==> src/rtl/rr_onehot_arb.sv <==
// Round-robin arbiter producing a registered one-hot grant for a one-hot-select mux.
// Grants are held until ack_i or until the hold watchdog forces a release.
module rr_onehot_arb #(
  parameter int NUM_REQ  = 4,
  parameter int IDX_W    = $clog2(NUM_REQ),
  parameter int MAX_HOLD = 8
) (
  input  logic               clk,
  input  logic               reset_n,
  input  logic [NUM_REQ-1:0] req_i,
  input  logic               ack_i,
  output logic [NUM_REQ-1:0] gnt_o,
  output logic               gnt_valid_o,
  output logic [IDX_W-1:0]   gnt_idx_o,
  output logic               timeout_o
);

  localparam int CNT_W = (MAX_HOLD > 1) ? $clog2(MAX_HOLD) : 1;

  typedef enum logic {IDLE, GRANT} state_t;

  state_t             r_state;
  logic [IDX_W-1:0]   r_ptr;
  logic [CNT_W-1:0]   r_cnt;
  logic [NUM_REQ-1:0] r_gnt;
  logic [IDX_W-1:0]   r_idx;
  logic               r_valid;
  logic               r_timeout;

  logic               w_expire;
  logic [IDX_W-1:0]   w_nextPtr;
  logic [IDX_W-1:0]   w_searchPtr;
  logic [NUM_REQ-1:0] w_cand;
  logic               w_hit;
  logic [IDX_W-1:0]   w_sel;
  logic [NUM_REQ-1:0] w_onehot;

  assign w_expire  = (r_cnt == CNT_W'(MAX_HOLD - 1)) && !ack_i;
  assign w_nextPtr = (r_idx == IDX_W'(NUM_REQ - 1)) ? '0 : r_idx + 1'b1;

  // On a release edge the search starts past the current grantee and excludes it.
  assign w_searchPtr = (r_state == GRANT) ? w_nextPtr : r_ptr;
  assign w_cand      = (r_state == GRANT) ? (req_i & ~r_gnt) : req_i;

  always_comb begin
    int k;
    k     = 0;
    w_hit = 1'b0;
    w_sel = '0;
    for (int i = 0; i < NUM_REQ; i++) begin
      k = (int'(w_searchPtr) + i) % NUM_REQ;
      if (!w_hit && w_cand[IDX_W'(k)]) begin
        w_hit = 1'b1;
        w_sel = IDX_W'(k);
      end
    end
  end

  assign w_onehot = NUM_REQ'(1) << w_sel;

  always_ff @(posedge clk or negedge reset_n) begin
    if (!reset_n) begin
      r_state   <= IDLE;
      r_ptr     <= '0;
      r_cnt     <= '0;
      r_gnt     <= '0;
      r_idx     <= '0;
      r_valid   <= 1'b0;
      r_timeout <= 1'b0;
    end else begin
      r_timeout <= 1'b0;
      case (r_state)
        IDLE: begin
          if (w_hit) begin
            r_gnt   <= w_onehot;
            r_idx   <= w_sel;
            r_valid <= 1'b1;
            r_cnt   <= '0;
            r_state <= GRANT;
          end
        end
        GRANT: begin
          if (ack_i || w_expire) begin
            r_ptr     <= w_nextPtr;
            r_cnt     <= '0;
            r_timeout <= w_expire;
            if (w_hit) begin
              r_gnt <= w_onehot;
              r_idx <= w_sel;
            end else begin
              r_gnt   <= '0;
              r_valid <= 1'b0;
              r_state <= IDLE;
            end
          end else begin
            r_cnt <= r_cnt + 1'b1;
          end
        end
        default: r_state <= IDLE;
      endcase
    end
  end

  assign gnt_o       = r_gnt;
  assign gnt_valid_o = r_valid;
  assign gnt_idx_o   = r_idx;
  assign timeout_o   = r_timeout;

endmodule

==> config.mk <==
export PLATFORM = sky130hd
export DESIGN_NAME = rr_onehot_arb
export DESIGN_NICKNAME = d
export VERILOG_FILES = /design/src/rtl/rr_onehot_arb.sv
export SDC_FILE = /design/constraint.sdc
export NUM_CORES = 1
export LEC_CHECK = 0
export CORE_MARGIN = 1
export CORE_UTILIZATION = 50
export DETAILED_ROUTE_END_ITERATION = 10
export GPL_TIMING_DRIVEN = 1
export PLACE_DENSITY = 0.79
export RECOVER_POWER = 100
export REMOVE_ABC_BUFFERS = 1
export SYNTH_ARGS = -nofsm -noshare
export SYNTH_HDL_FRONTEND = slang
export SYNTH_SLANG_ARGS = --single-unit
==> constraint.sdc <==
create_clock -name clk -period 2.3 [get_ports clk]
set_input_delay 0.46 -clock clk [delete_from_list [all_inputs] [get_ports clk]]
set_output_delay 0.46 -clock clk [all_outputs]
set_load 0.005 [all_outputs]
==> impl_metrics.json <==
{
  "clk_latency_ns": 0.27,
  "initial_core_util": 0.548,
  "intPower_uw": 695,
  "clkSinkCount": 14,
  "placedCellCount": 110,
  "tritoncts": "done",
  "cts-buffers-inserted": 3,
  "dieHeight_um": 42.9,
  "drc": 0,
  "overflow": 0,
  "place.gp.congestion": 0.840,
  "fin_skew_ns": 0.000860,
  "grt_antenna_before_repair": 0,
  "hp-class": "register to register",
  "cap_violations": 0,
  "outcome": "completed",
  "grt_use_total": 0.214,
  "critPathMaxStageDelay_ns": 0.46,
  "path_cells": "ha_1, nor4bb_1, or3b_1, a2bb2oi_2, a211oi_2, a22o_1",
  "rows": 14,
  "post-route-period-util": 0.884,
  "synthesis.area_um2": 835,
  "cts_root_buf": "clkbuf_4",
  "grt_pass1_vias": 703,
  "synthTopCellsByArea": "dfrtp_1 (42%), ha_1 (4.5%), a22o_1 (4.2%)",
  "synth_common_cells": "dfrtp_1 (14), nor2_1 (8), o21ai_0 (7), a22o_1 (4)",
  "viasPerCell": 6.07,
  "required_ns": 2.52,
  "synth_cells": 80,
  "port_buffers": 14,
  "dieArea_um2": 1840,
  "clockBufferDepth": 2,
  "routed.top_layer": "met4",
  "syn2layout_area_growth_pct": 21.3,
  "wl_met2_um": 798,
  "synth.top_cell.area_share": 0.420,
  "dp.final_hpwl_um": 1290,
  "synth-seq-area-share": 0.420,
  "synth_cell_types": 34,
  "wl_um": 1680,
  "worstPathArrival_ns": 2.25,
  "diodes": 0,
  "slew_headroom": 0.574,
  "dr_total_vias": 686,
  "timing.setup.tns_ns": 0,
  "cts_hold_buf": 0,
  "hold_viol_final": 0,
  "utilization": 0.664,
  "yosysTopAreaCell": "dfrtp_1",
  "p_seq_frac": 0.381,
  "drt-initial-drc-count": 6,
  "wl_met1_um": 805,
  "grt_max_degree": 17,
  "pre_cts_slack_ns": 0.0964,
  "synth_warnings": 0,
  "crit_type": "register to register",
  "endpoint_kind": "register",
  "fmax_mhz": 492,
  "p_per_area_nw_per_um2": 1100,
  "setup_viol": 0,
  "synth_top_flop_cell": "dfrtp_1",
  "fin_cells": 113,
  "drive_above_1_share": 0.113,
  "cp_slowest_cell": "dfrtp_1",
  "fin_ws_ns": 0.268,
  "async_flop_share": 1.00,
  "clockPowerShare": 0.119,
  "combPwrFrac": 0.500,
  "rsz0062_at_grt": "false",
  "synth-edff-count": 0,
  "ir_drop_v": 0.000615,
  "avgSynthCellArea_um2": 10.4,
  "grt_first_pass_wirelength_um": 2990,
  "drtAntennaViolNets": 0,
  "wire_per_inst_um": 14.8,
  "wl_met3_um": 64,
  "fin_crit_ns": 2.03,
  "nets": 109,
  "post-cts-setup-buffers": 0,
  "slew_viol_final": 0,
  "path_clk_slew_ns": 0.08,
  "ys_ff_latch": 14,
  "cp-start-kind": "register",
  "switchingPower_uw": 423,
  "synthMostInstantiatedCell": "dfrtp_1",
  "io_pins": 15,
  "power.leakage_uw": 0.000459,
  "worstMarginPinSlew_ns": 0.637,
  "drt-pass1-iter-count": 4,
  "worstPathMaxFanout": 7,
  "die_x_um": 42.9,
  "finalPower_uw": 1120,
  "switching_share": 0.378,
  "htreeDepth": 1,
  "core_um2": 1520,
  "cts_resized": 0
}
kinds of logic (layout without fill, tap and decap cells):
family | after synthesis | in the layout | share of synthesized area
buf+inv | 4 | 21 | 0.0210
flops | 14 | 14 | 0.420
mux | 3 | 3 | 0.0405
compound gates | 28 | 28 | 0.267
simple gates | 28 | 28 | 0.207
fa+ha+maj | 3 | 3 | 0.0450
stage by stage:
| step | area, um^2 | hold WS (ns) |
|---|---|---|
| after floorplan | 825 | 0.164 |
| after global placement | 1000 | 0.487 |
| after detailed placement | 1000 | 0.497 |
| after CTS | 1020 | 0.520 |
| after global routing | 1010 | 0.544 |
| final | 1010 | 0.516 |
power by group through the flow:
stage | clock network (uW) | registers (uW) | logic, uW
2_1_floorplan | 0 | 414 | 376
3_3_place_gp | 0 | 428 | 568
3_5_place_dp | 0 | 433 | 579
4_1_cts | 137 | 427 | 583
5_1_grt | 148 | 443 | 619
6_report | 133 | 426 | 559
area by class of cell:
| class | instances | area (um^2) |
|---|---|---|
| Tap cell | 16 | 20.0 |
| Clock buffer | 3 | 22.5 |
| Timing Repair Buffer | 16 | 151 |
| Inverter | 2 | 7.51 |
| Sequential cell | 14 | 350 |
| Multi-Input combinational cell | 62 | 460 |
| Fill cell | 112 | 512 |
registers in the layout, summed over array words and instances (netlist names):
signal and cells:
r_cnt 3, r_ptr 2, r_state 1, gnt_valid_o 1, timeout_o 1, gnt_o 4
gnt_idx_o 2
worst max-delay path, delay by kind of cell (launching register included):
| family | cells | cell delay, ns |
|---|---|---|
| and+or+nand+nor | 2 | 0.55 |
| AOI/OAI and AO/OA | 3 | 0.56 |
| adders and majority gates | 1 | 0.41 |
| DFF | 1 | 0.46 |
per-layer routing:
layer	GRT usage	up-vias
met4	0.0688	0
met5	0	-
met2	0.348	11
met1	0.285	331
li1	-	342
met3	0.0426	2
cells in the final DEF, fill, tap and decap left out, types with 4 or more instances in the layout:
master and count:
clkdlybuf4s50_1 5, dfrtp_1 14, nor2_1 8, o21ai_0 7
a22o_1 4, dlygate4sd3_1 9
worst paths after layout:
check	from	to	slack, ns	depth (start not counted)
min in group asynchronous	reset_n	r_cnt[2]	0.64	1
hold reg to reg	r_cnt[2]	r_cnt[2]	0.52	1
setup / recovery	gnt_idx_o[0]	gnt_o[2]	0.27	6
hold / removal	r_cnt[2]	r_cnt[2]	0.52	1
setup reg to reg	gnt_idx_o[0]	gnt_o[2]	0.27	6
max in group asynchronous	reset_n	r_ptr[0]	1.25	1
No activity file was read; power rests on OpenSTA's default activity.
